### src/rtl/img_pkg.sv
// Shared types and UART frame constants for the image receive path.
package img_pkg;

    // Image-level receiver state; values are exported on the out_state debug port
    typedef enum logic [1:0] {
        IDLE      = 2'd0,
        RECEIVING = 2'd1,
        DONE      = 2'd2
    } rx_state_t;

    // Bit-level UART deserialiser state
    typedef enum logic [1:0] {
        U_IDLE  = 2'd0,
        U_START = 2'd1,
        U_DATA  = 2'd2,
        U_STOP  = 2'd3
    } uart_state_t;

    // 8N1 framing
    localparam int DATA_BITS = 8;
    localparam int STOP_BITS = 1;

endpackage

### src/rtl/uart_rx.sv
// 8N1 UART receiver: synchronises rx, detects the start edge, samples each bit at
// its centre and reports either a good byte or a framing error for one cycle.
module uart_rx
    import img_pkg::*;
#(
    parameter int CLOCKS_PER_BAUD = 50
) (
    input  logic       clk,
    input  logic       rst_in,
    input  logic       rx,
    output logic [7:0] data_o,
    output logic       valid_o,
    output logic       frame_err_o
);

    localparam int CNT_W = $clog2(CLOCKS_PER_BAUD);
    localparam logic [CNT_W-1:0] FULL_LAST = CNT_W'(CLOCKS_PER_BAUD - 1);
    localparam logic [CNT_W-1:0] HALF_LAST = CNT_W'(CLOCKS_PER_BAUD / 2 - 1);
    localparam logic [2:0]       LAST_BIT  = 3'(DATA_BITS - 1);

    logic        rx_meta, rx_s, rx_prev;
    uart_state_t state, state_n;
    logic [CNT_W-1:0] cnt, cnt_n;
    logic [2:0]  bit_idx, bit_n;
    logic [7:0]  shift, shift_n;
    logic        valid_n, err_n;

    // The shift register holds the finished byte in the cycle valid_o is high
    assign data_o = shift;

    // Synchroniser, edge history and all receiver state registers
    always_ff @(posedge clk) begin
        if (rst_in) begin
            rx_meta     <= 1'b1;
            rx_s        <= 1'b1;
            rx_prev     <= 1'b1;
            state       <= U_IDLE;
            cnt         <= '0;
            bit_idx     <= '0;
            shift       <= '0;
            valid_o     <= 1'b0;
            frame_err_o <= 1'b0;
        end else begin
            rx_meta     <= rx;
            rx_s        <= rx_meta;
            rx_prev     <= rx_s;
            state       <= state_n;
            cnt         <= cnt_n;
            bit_idx     <= bit_n;
            shift       <= shift_n;
            valid_o     <= valid_n;
            frame_err_o <= err_n;
        end
    end

    // Next-state logic: a half-bit wait recentres sampling on the start bit,
    // then each data and stop bit is sampled one full bit period later
    always_comb begin
        state_n = state;
        cnt_n   = cnt;
        bit_n   = bit_idx;
        shift_n = shift;
        valid_n = 1'b0;
        err_n   = 1'b0;
        case (state)
            U_IDLE: begin
                cnt_n = '0;
                bit_n = '0;
                if (rx_prev && !rx_s) begin
                    state_n = U_START;
                end
            end
            U_START: begin
                if (cnt == HALF_LAST) begin
                    cnt_n   = '0;
                    state_n = rx_s ? U_IDLE : U_DATA;
                end else begin
                    cnt_n = cnt + 1'b1;
                end
            end
            U_DATA: begin
                if (cnt == FULL_LAST) begin
                    cnt_n   = '0;
                    shift_n = {rx_s, shift[7:1]};
                    if (bit_idx == LAST_BIT) begin
                        state_n = U_STOP;
                    end else begin
                        bit_n = bit_idx + 1'b1;
                    end
                end else begin
                    cnt_n = cnt + 1'b1;
                end
            end
            U_STOP: begin
                if (cnt == FULL_LAST) begin
                    cnt_n   = '0;
                    valid_n = rx_s;
                    err_n   = !rx_s;
                    state_n = U_IDLE;
                end else begin
                    cnt_n = cnt + 1'b1;
                end
            end
            default: state_n = U_IDLE;
        endcase
    end

endmodule

### src/rtl/recv_img.sv
// Image receiver: writes UART bytes into consecutive BRAM addresses and pulses
// img_ready once the whole image has been stored; aborts on a mid-image stall.
module recv_img
    import img_pkg::*;
#(
    parameter int BRAM_LENGTH     = 64 * 64,
    parameter int BIT_DEPTH       = 8,
    parameter int CLOCKS_PER_BAUD = 50,
    parameter int TIMEOUT_CYCLES  = 2 ** 20
) (
    input  logic                           clk,
    input  logic                           rst_in,
    input  logic                           rx,
    input  logic                           enable_in,
    output logic                           we,
    output logic [$clog2(BRAM_LENGTH)-1:0] address,
    output logic [BIT_DEPTH-1:0]           data_out,
    output logic                           img_ready,
    output logic                           busy,
    output logic                           rx_error,
    output logic [1:0]                     out_state
);

    localparam int ADDR_W = $clog2(BRAM_LENGTH);
    localparam int TO_W   = $clog2(TIMEOUT_CYCLES + 1);
    localparam logic [ADDR_W-1:0] LAST_ADDR = ADDR_W'(BRAM_LENGTH - 1);
    localparam logic [TO_W-1:0]   TO_LAST   = TO_W'(TIMEOUT_CYCLES - 1);

    logic [7:0]          rx_data;
    logic                rx_valid, rx_frame_err;
    rx_state_t           state, state_n;
    logic [ADDR_W-1:0]   address_n;
    logic                we_n, err_n;
    logic [BIT_DEPTH-1:0] data_n;
    logic                pending, pending_n;
    logic [7:0]          pending_data, pending_data_n;
    logic [TO_W-1:0]     tcnt, tcnt_n;
    logic                byte_valid;
    logic [7:0]          byte_data;

    uart_rx #(.CLOCKS_PER_BAUD(CLOCKS_PER_BAUD)) u_uart_rx (
        .clk         (clk),
        .rst_in      (rst_in),
        .rx          (rx),
        .data_o      (rx_data),
        .valid_o     (rx_valid),
        .frame_err_o (rx_frame_err)
    );

    // A byte parked during DONE is replayed as if it had just arrived
    assign byte_valid = rx_valid | pending;
    assign byte_data  = pending ? pending_data : rx_data;

    assign busy      = (state == RECEIVING);
    assign img_ready = (state == DONE);
    assign out_state = state;

    // Registers for FSM state, write port, parked byte and stall counter
    always_ff @(posedge clk) begin
        if (rst_in) begin
            state        <= IDLE;
            address      <= '0;
            we           <= 1'b0;
            data_out     <= '0;
            rx_error     <= 1'b0;
            pending      <= 1'b0;
            pending_data <= '0;
            tcnt         <= '0;
        end else begin
            state        <= state_n;
            address      <= address_n;
            we           <= we_n;
            data_out     <= data_n;
            rx_error     <= err_n;
            pending      <= pending_n;
            pending_data <= pending_data_n;
            tcnt         <= tcnt_n;
        end
    end

    // Next-state logic: the address advances the cycle after each write, and a
    // byte landing on the stall deadline counts as activity rather than a timeout
    always_comb begin
        state_n        = state;
        address_n      = address;
        we_n           = 1'b0;
        data_n         = data_out;
        err_n          = rx_frame_err;
        pending_n      = 1'b0;
        pending_data_n = pending_data;
        tcnt_n         = tcnt;
        case (state)
            IDLE: begin
                tcnt_n = '0;
                if (byte_valid && enable_in) begin
                    we_n    = 1'b1;
                    data_n  = byte_data[BIT_DEPTH-1:0];
                    state_n = RECEIVING;
                end
            end
            RECEIVING: begin
                if (we) begin
                    if (address == LAST_ADDR) begin
                        address_n = '0;
                        state_n   = DONE;
                    end else begin
                        address_n = address + 1'b1;
                    end
                end
                if (rx_valid) begin
                    tcnt_n = '0;
                    if (enable_in) begin
                        we_n   = 1'b1;
                        data_n = rx_data[BIT_DEPTH-1:0];
                    end
                end else if (tcnt == TO_LAST) begin
                    err_n     = 1'b1;
                    address_n = '0;
                    tcnt_n    = '0;
                    state_n   = IDLE;
                end else begin
                    tcnt_n = tcnt + 1'b1;
                end
            end
            DONE: begin
                tcnt_n  = '0;
                state_n = IDLE;
                if (rx_valid) begin
                    pending_n      = 1'b1;
                    pending_data_n = rx_data;
                end
            end
            default: state_n = IDLE;
        endcase
    end

endmodule

### config.mk
export PLATFORM = sky130hd
export DESIGN_NAME = recv_img
export DESIGN_NICKNAME = d
export VERILOG_FILES = /design/src/rtl/img_pkg.sv /design/src/rtl/uart_rx.sv /design/src/rtl/recv_img.sv
export SDC_FILE = /design/constraint.sdc
export NUM_CORES = 1
export LEC_CHECK = 0
export ABC_AREA = 1
export CAP_MARGIN = 20
export CORE_MARGIN = 3
export CORE_UTILIZATION = 50
export CTS_CLUSTER_SIZE = 20
export DETAILED_ROUTE_END_ITERATION = 7
export PLACE_DENSITY = 0.68
export SLEW_MARGIN = 20
export SYNTH_ARGS = -nofsm -noshare
export SYNTH_HDL_FRONTEND = slang
export SYNTH_SLANG_ARGS = --single-unit
### constraint.sdc
create_clock -name clk -period 3.9 [get_ports clk]
set_input_delay 1.17 -clock clk [delete_from_list [all_inputs] [get_ports clk]]
set_output_delay 1.17 -clock clk [all_outputs]
set_load 0.02 [all_outputs]
## Word level (Yosys, flattened, before mapping)

Index checks and enable logic that the tools add are counted.

- Logic and storage cells: 100
- Flip-flop bits (word level): 78
- Output and inout port bits: 26
- Bits of input ports: 4

- Muxes and demuxes: 39
- Reduce and logical (&&, ||, !) cells: 17
- Bitwise gates (word level): 4
- Add/subtract/negate cells: 4
- Equality and inequality tests: 19

Operator list:

| kind | number |
|---|---|
| $mux 12 | 4 |
| $mux 21 | 2 |
| $pmux 21 s2 | 1 |
| $mux 8 | 4 |
| $mux 2 | 11 |
| $add 21x1->21 const B | 1 |
| $eq 21x20->1 const B | 1 |
| $pmux 6 s3 | 1 |
| $pmux 8 s2 | 1 |
| $add 12x1->12 const B | 1 |
| $eq 12x12->1 const B | 1 |
| $mux 6 | 2 |
| $ne 2x1->1 const B | 6 |
| $pmux 2 s4 | 1 |
| $mux 1 | 7 |
| $add 6x1->6 const B | 1 |
| $eq 2x2->1 const B | 3 |
| $eq 6x5->1 const B | 1 |
| $eq 6x6->1 const B | 1 |
| $mux 3 | 2 |
| $ne 2x2->1 const B | 3 |
| $pmux 3 s2 | 1 |
| $reduce_bool 2->1 | 3 |
| $reduce_or 2->1 | 3 |
| 15 further kinds | 21 |

## Depth between registers and ports, before layout

Gate-level depths: netlist of the first run.

- Depth after elaboration: 6
- Mapped depth: 10
- Depth with buffers taken out: 10

## By module

A second synthesis of the first run with hierarchy kept.

- Cell total of the unflattened synthesis: 549
- Area total of the unflattened synthesis: 3812.4 µm²

Modules (own cells, without submodules):

| module | area an instance (µm²) | cells each | sequential area each (µm²) | instances |
|---|---|---|---|---|
| recv_img | 2805.2 | 421 | 1081.0 | 1 |
| uart_rx | 1007.2 | 128 | 480.5 | 1 |

## Worst setup path before layout of the first run

OpenSTA, ideal clock, no wires.

- Path type: register to output
- Start point: register state[1] (netlist: out_state[1])
- End point: output busy
- Arrival: 0.999 ns
- Buffers on the path: 0
- Cell stages (with the launch flop): 4
- Data required time: 2.730 ns
- Setup slack: 1.731 ns
- Path through: dfxtp_1 -> inv_1 -> nand2_4 -> clkinv_1

- Cells in the longest elaborated chain, start to end: 1

RTL lines:

| item | RTL line | RTL |
|---|---|---|
| start: declaration | recv_img.sv:31 | `rx_state_t state, state_n;` |
| start signal: assignment | recv_img.sv:70 | `state <= state_n;` |
| $eq 2x1->1 | recv_img.sv:54 | `assign busy = (state == RECEIVING);` |
| end: declaration | recv_img.sv:19 | `output logic busy,` |

Every way passes these cells.

## Worst setup path in the final report of the first run

Ends and elaborated chain as after synthesis.

==> run metrics, run 1 <==
switching power share of the total=around a quarter; PostCTS Resize Cnt=0; # DRC=0; Tcrit/Tclk final=roughly 80%; Area Overhead vs Synth=14.3%; FP Rows=30; largest net degree at the start of global routing=31; Core Region=around 7000 um2; Vias=roughly 3400; Compound-Gate Fraction of Synth Area=12.8%; total chip power=1420 uW; Die Width=between 90 and 100 um; RSZ-0062 raised after global routing=no; ANT cells=0; critical path endpoint category=output port; crit path max fanout=18; Synth cell types=34; Post-CTS Hold Buffers=0; Psw=roughly 370 uW; most frequent cells in the layout=nand2_1, dfxtp_1, nand3_1; CTS tree=done; power density cells=335 nW/um2; first-pass GRT wire length=about 14000 um; post-synthesis register bit count=between 70 and 80; register area share after synthesis=between 40% and 50%; Mapped Nets=a little over 500; TritonCTS buffer count=9; vias in the first global route=3025; hpwl dp=~5800 um; Peak supply drop=roughly 250 uV; Fin. Hold Viols=0; antenna violations before repair=0; GR Overflow Total=0; Synth Area in Adders=between 2 and 2.5%; Global Route Usage Sum=approximately a fifth; Netlist Area Pre-Place=around 3700 um2; via density per instance=~5.4; num ports=30; total routed wirelength=just over 8000 um; sequential share of power=a little under three fifths; CP peak stage delay=between 0.6 and 0.7 ns; clock root cell=clkbuf_8; Final setup viols=0; Starting Density=approximately 53%; clock share of power=between 40% and 50%; Lkg Pwr=around 0.0014 uW; wire per inst=12.7 um; Tmin final=about 3.1 ns; critical path arrival=1.93 ns; Die ar.=roughly 8500 um2; status=complete, no violations; CTS sink count=78; Avg Inst Size Synth=7.29 um2; H-tree levels=3; Crit Path Class=register to output port; Synth Area in XOR/XNOR=3.55%; First-pass DRT Iterations=5; cell with the largest stage delay on the worst path=clkdlybuf4s50_1; share of cells above drive strength 1=7.79%; Skew-Pair Late Insertion Delay=between 0.3 and 0.4 ns; Initial DRC Count=around 140; Setup Buffers After CTS=0; final setup TNS=0 ns; Worst Hold Class=register to register; Peak Freq=between 0.3 and 0.4 GHz; most common cell after layout, fill and taps aside=nand2_1; layout net count=545; I/O Buffers=29; Filler Cell Count=roughly 670; synthesized instance count=about 510; Max-Slew Margin vs Limit=between 50% and 60%; clock tree buffer depth=2; Slew @ Worst Pin=between 0.6 and 0.7 ns; Worst EP required=roughly 2.7 ns; Ys Warns=0; internal power=~1100 uW; Chip Height=around 90 um; Routed Antenna Nets=0; crit start category=register; Reg clk slew, reported paths=roughly 0.090 ns; gpl congestion=between 0.8 and 0.9; Slew Limit Fails=0; Layout Skew=about 0.014 ns; CP cell instances=inv_1, nand2_4, clkinv_1, clkdlybuf4s50_1; max_cap viols=0; Comb pwr share=2.9%; post-synthesis simple-gate area fraction=between 30% and 40%; largest family of logic cells by synthesized area=simple AND/OR/NAND/NOR gates; post-synthesis mux area share=0%
==> final cells by class <==
| cell class | instances | area (um2) | area share (%) |
|---|---|---|---|
| well taps | 96 | 120 | 2.84 |
| clock inverters | 7 | 58.8 | 1.39 |
| inverters | 36 | 135 | 3.19 |
| clock buffers | 9 | 124 | 2.93 |
| repair buffers | 30 | 293 | 6.92 |
| flip-flops and latches | 78 | 1560 | 36.9 |
| multi-input cells | 379 | 1940 | 45.8 |
==> per-stage QoR <==
stage	setup slack [ns]	hold WS [ns]	instances	area (um2)	utilization [%]
6_report	0.797	0.415	635	4230	60.6
5_1_grt	0.672	0.447	635	4230	60.6
4_1_cts	0.794	0.416	635	4230	60.6
3_5_place_dp	1.18	0.395	619	4050	58.0
3_3_place_gp	1.23	0.392	619	4050	58.0
2_1_floorplan	1.73	0.389	508	3700	-
==> worst max-delay path, delay by kind of cell (launching register included) <==
family | cells | cell delay (ns)
flops | 1 | 0.37
simple gates | 1 | 0.22
buf+inv | 3 | 0.98
==> registers in the layout, indices dropped and copies added (netlist names), named ones only <==
name,flops
u_uart_rx.valid_o,1
u_uart_rx.state,1
address,12
we,1
u_uart_rx.cnt,6
u_uart_rx.frame_err_o,1
tcnt,21
out_state,2
rx_error,1
u_uart_rx.rx_meta,1
u_uart_rx.data_o,8
data_out,8
u_uart_rx.bit_idx,3
u_uart_rx.rx_prev,1
pending_data,8
pending,1
u_uart_rx.rx_s,1
==> power groups by stage <==
| stage | combinational [uW] | sequential, uW | clock [uW] |
|---|---|---|---|
| detailed placement | 41.8 | 825 | 0 |
| global route | 48.2 | 808 | 624 |
| global placement | 40.0 | 825 | 0 |
| CTS | 42.0 | 806 | 587 |
| floorplan | 31.1 | 824 | 0 |
| finish | 41.8 | 806 | 572 |
==> path summary, 6_finish.rpt <==
kind                                     start                   endpoint  slack, ns  depth (start not counted)
hold / removal    u_uart_rx.rx_meta$_SDFF_PP1_  u_uart_rx.rx_s$_SDFF_PP1_       0.41                          1
setup reg to reg       address[0]$_SDFFE_PP0P_  out_state[0]$_SDFFE_PP0P_       2.09                         10
hold reg to reg   u_uart_rx.rx_meta$_SDFF_PP1_  u_uart_rx.rx_s$_SDFF_PP1_       0.41                          1
setup / recovery     out_state[1]$_SDFFE_PP0P_                       busy       0.80                          4
==> cells in the mapped netlist <==
library cell,n,area (um2)
a21oi_4,1,16.3
a21oi_1,51,255
o22ai_1,1,6.26
a21oi_2,2,17.5
inv_2,2,7.51
nand2_1,120,450
nor2_2,4,25.0
nor3_1,4,20.0
or2_2,6,37.5
buf_2,3,15.0
nand2_2,1,6.26
buf_1,2,7.51
ha_1,7,87.6
nand4_1,8,50.1
a31oi_1,8,50.1
nor4_1,2,12.5
xnor2_1,6,52.6
nand2_4,2,22.5
and3_1,2,12.5
nand3_2,1,10.0
nor2_4,5,56.3
inv_1,31,116
o21bai_1,3,22.5
clkbuf_1,9,33.8
nor2_1,44,165
clkinv_1,3,11.3
nand3_1,67,335
o211ai_1,2,15.0
dfxtp_1,78,1560
o21a_1,2,15.0
buf_6,1,11.3
o21ai_0,15,75.1
nand3b_1,6,45.0
xor2_1,9,78.8
==> logic make-up (layout without fill, tap and decap cells) <==
logic type | count (synthesis) | in the layout
flops | 78 | 78
fa+ha+maj | 7 | 7
xor+xnor | 15 | 15
buf+inv | 51 | 82
simple gates | 272 | 272
compound gates | 85 | 85
==> routing by layer <==
| layer | share of wire (%) | vias to the layer above | global-route usage [%] |
|---|---|---|---|
| li1 | - | 1753 | - |
| met1 | 47 | 1591 | 27.4 |
| met2 | 48 | 49 | 32.8 |
| met3 | 3.4 | 13 | 2.95 |
| met4 | 1.5 | 0 | 8.17 |
| met5 | 0 | - | 0 |
Note: power is estimated with default switching activity, not from simulation.
==> inputs of run 2 (changes only) <==
==> constraint.sdc (replaced) <==
create_clock -name clk -period 3.2 [get_ports clk]
set_input_delay 0.96 -clock clk [delete_from_list [all_inputs] [get_ports clk]]
set_output_delay 0.96 -clock clk [all_outputs]
set_load 0.02 [all_outputs]
==> run 2 against run 1 <==
Total power rose by 26%; wire length rose by 1.1%; sequential share of layout area fell by 0.30 points; combinational power grew 26%; clock power increased by 32%; setup slack worse by 0.47 ns; flip-flop and latch count unchanged; register-to-register slack lost 0.65 ns; utilization grew 0.50 points; clock-buffer cell count is the same; global-route usage barely moved; critical endpoint unchanged.
==> run metrics, run 2 (synthesized netlist as in run 1, its figures left out) <==
Chip Height=92.1 um (unchanged); Routed Antenna Nets=0 (unchanged); Tmin final=about 2.9 ns; num ports=30 (unchanged); # DRC=0 (unchanged); Peak supply drop=320 uV (+29%); Max-Slew Margin vs Limit=56.8% (+2.7 points); H-tree levels=3 (unchanged); Lkg Pwr=0.00144 uW (+1.9%); antenna violations before repair=0 (unchanged); Finished Layout Cells=637 (+0.31%); Layout Skew=0.0161 ns (+0.00200 ns); Initial DRC Count=150 (+8.7%); Global Route Usage Sum=20.4% (+0.041 points); Vias=3338 (-2.0%); max_cap viols=0 (unchanged); internal power=1360 uW (+29%); first-pass GRT wire length=14200 um (unchanged); Die ar.=8480 um2 (unchanged); Peak Freq=between 0.3 and 0.4 GHz; Tcrit/Tclk final=89.9%; most common cell after layout, fill and taps aside=nand2_1; critical path arrival=1.92 ns (about the same); hpwl dp=5750 um (-0.65%); highest metal used=met4; PostCTS Resize Cnt=0 (unchanged); power density cells=420 nW/um2 (+25%); sequential share of power=54.8% (-2.0 points); wl on met1=3910 um (+3.5%); Post-CTS Hold Buffers=0 (unchanged); Starting Density=53.1% (unchanged); Filler Cell Count=669 (-0.30%); most flop-heavy register=tcnt; clock tree buffer depth=2 (unchanged); largest net degree at the start of global routing=30 (-3.2%); clock root cell=clkbuf_8; RSZ-0062 raised after global routing=no; status=complete, no violations; Final setup viols=0 (unchanged); Area Overhead vs Synth=15.2%; CP delay by family, top=buffers and inverters; CP peak stage delay=0.60 ns (about the same); Slew @ Worst Pin=0.645 ns (-0.0421 ns); Reg clk slew, reported paths=0.09 ns (about the same); switching power share of the total=24.0% (-1.7 points); First-pass DRT Iterations=5 (unchanged); total routed wirelength=8160 um (+1.1%); Core Region=6980 um2 (unchanged); clock share of power=42.2% (+1.9 points); layout net count=547 (+0.37%); max reg flops=21 (unchanged); biggest regs=tcnt: 21 flops, address: 12 flops; dpl cells=621 (+0.32%); cell with the largest stage delay on the worst path=clkdlybuf4s50_1; vias in the first global route=3104 (+2.6%); GR Overflow Total=0 (unchanged); crit start category=register; CTS sink count=78 (unchanged); TritonCTS buffer count=9 (unchanged); critical path endpoint category=output port; met2 WL=3880 um (-0.51%); wire per inst=12.8 um (+0.80%); ANT cells=0 (unchanged); Fin. Hold Viols=0 (unchanged); gpl congestion=0.811 (-2.1%); sequential cell area=1560 um2 (unchanged); Crit Path Class=register to output port; Die Width=92.1 um (unchanged); Comb pwr share=2.9% (about the same); share of cells above drive strength 1=8.13% (+0.34 points); WP buf/inv=3 (unchanged); CTS tree=done; Psw=431 uW (+18%); via density per instance=5.24 (-2.3%); CP cell instances=inv_1, nand2_4, clkinv_1, clkdlybuf4s50_1; met3 WL post-DR=252 um (-9.0%); FP Rows=30 (unchanged); total chip power=1790 uW (+26%); final setup TNS=0 ns (unchanged); area of the multi-input gates=1940 um2 (unchanged); Worst Hold Class=register to register; Worst EP required=2.24 ns (-0.49 ns); Hold Slack=0.414 ns (-0.000852 ns); I/O Buffers=29 (unchanged); Skew-Pair Late Insertion Delay=0.35 ns (about the same); Setup Buffers After CTS=0 (unchanged); most frequent cells in the layout=nand2_1, dfxtp_1, nand3_1; crit path max fanout=18 (unchanged); Slew Limit Fails=0 (unchanged)
[run 2: worst paths after layout]
path | slack [ns] | to | from | cells after the start
setup / recovery | 0.32 | busy | out_state[1]$_SDFFE_PP0P_ | 4
hold / removal | 0.41 | u_uart_rx.rx_s$_SDFF_PP1_ | u_uart_rx.rx_meta$_SDFF_PP1_ | 1
setup reg to reg | 1.44 | out_state[0]$_SDFFE_PP0P_ | address[0]$_SDFFE_PP0P_ | 10
hold reg to reg | 0.41 | u_uart_rx.rx_s$_SDFF_PP1_ | u_uart_rx.rx_meta$_SDFF_PP1_ | 1
[run 2: through the flow]
stage	utilization [%]	worst slack [ns]	area, um2
3_3_place_gp	58.2	0.746	4070
6_report	61.1	0.323	4270
2_1_floorplan	-	1.24	3700
4_1_cts	61.1	0.309	4270
5_1_grt	61.1	0.210	4270
3_5_place_dp	58.2	0.725	4070
[run 2: layout make-up]
type	instances	area share (%)
clock buffers	9	2.90
clock inverters	7	1.85
inverters	36	3.17
multi-input cells	379	45.5
flip-flops and latches	78	36.6
well taps	96	2.81
repair buffers	32	7.21
[run 2: per-layer routing]
| layer | track usage [%] | vias to the layer above |
|---|---|---|
| met1 | 26.1 | 1527 |
| met2 | 34.2 | 50 |
| met4 | 7.92 | 0 |
| met3 | 3.45 | 12 |
| met5 | 0 | - |
| li1 | - | 1749 |
[run 2: power by group through the flow]
stage | logic (uW) | clock network, uW | registers [uW]
4_1_cts | 53.0 | 780 | 983
6_report | 52.6 | 757 | 983
2_1_floorplan | 37.9 | 0 | 1000
3_3_place_gp | 51.0 | 0 | 1010
5_1_grt | 62.0 | 818 | 984
3_5_place_dp | 53.0 | 0 | 1010
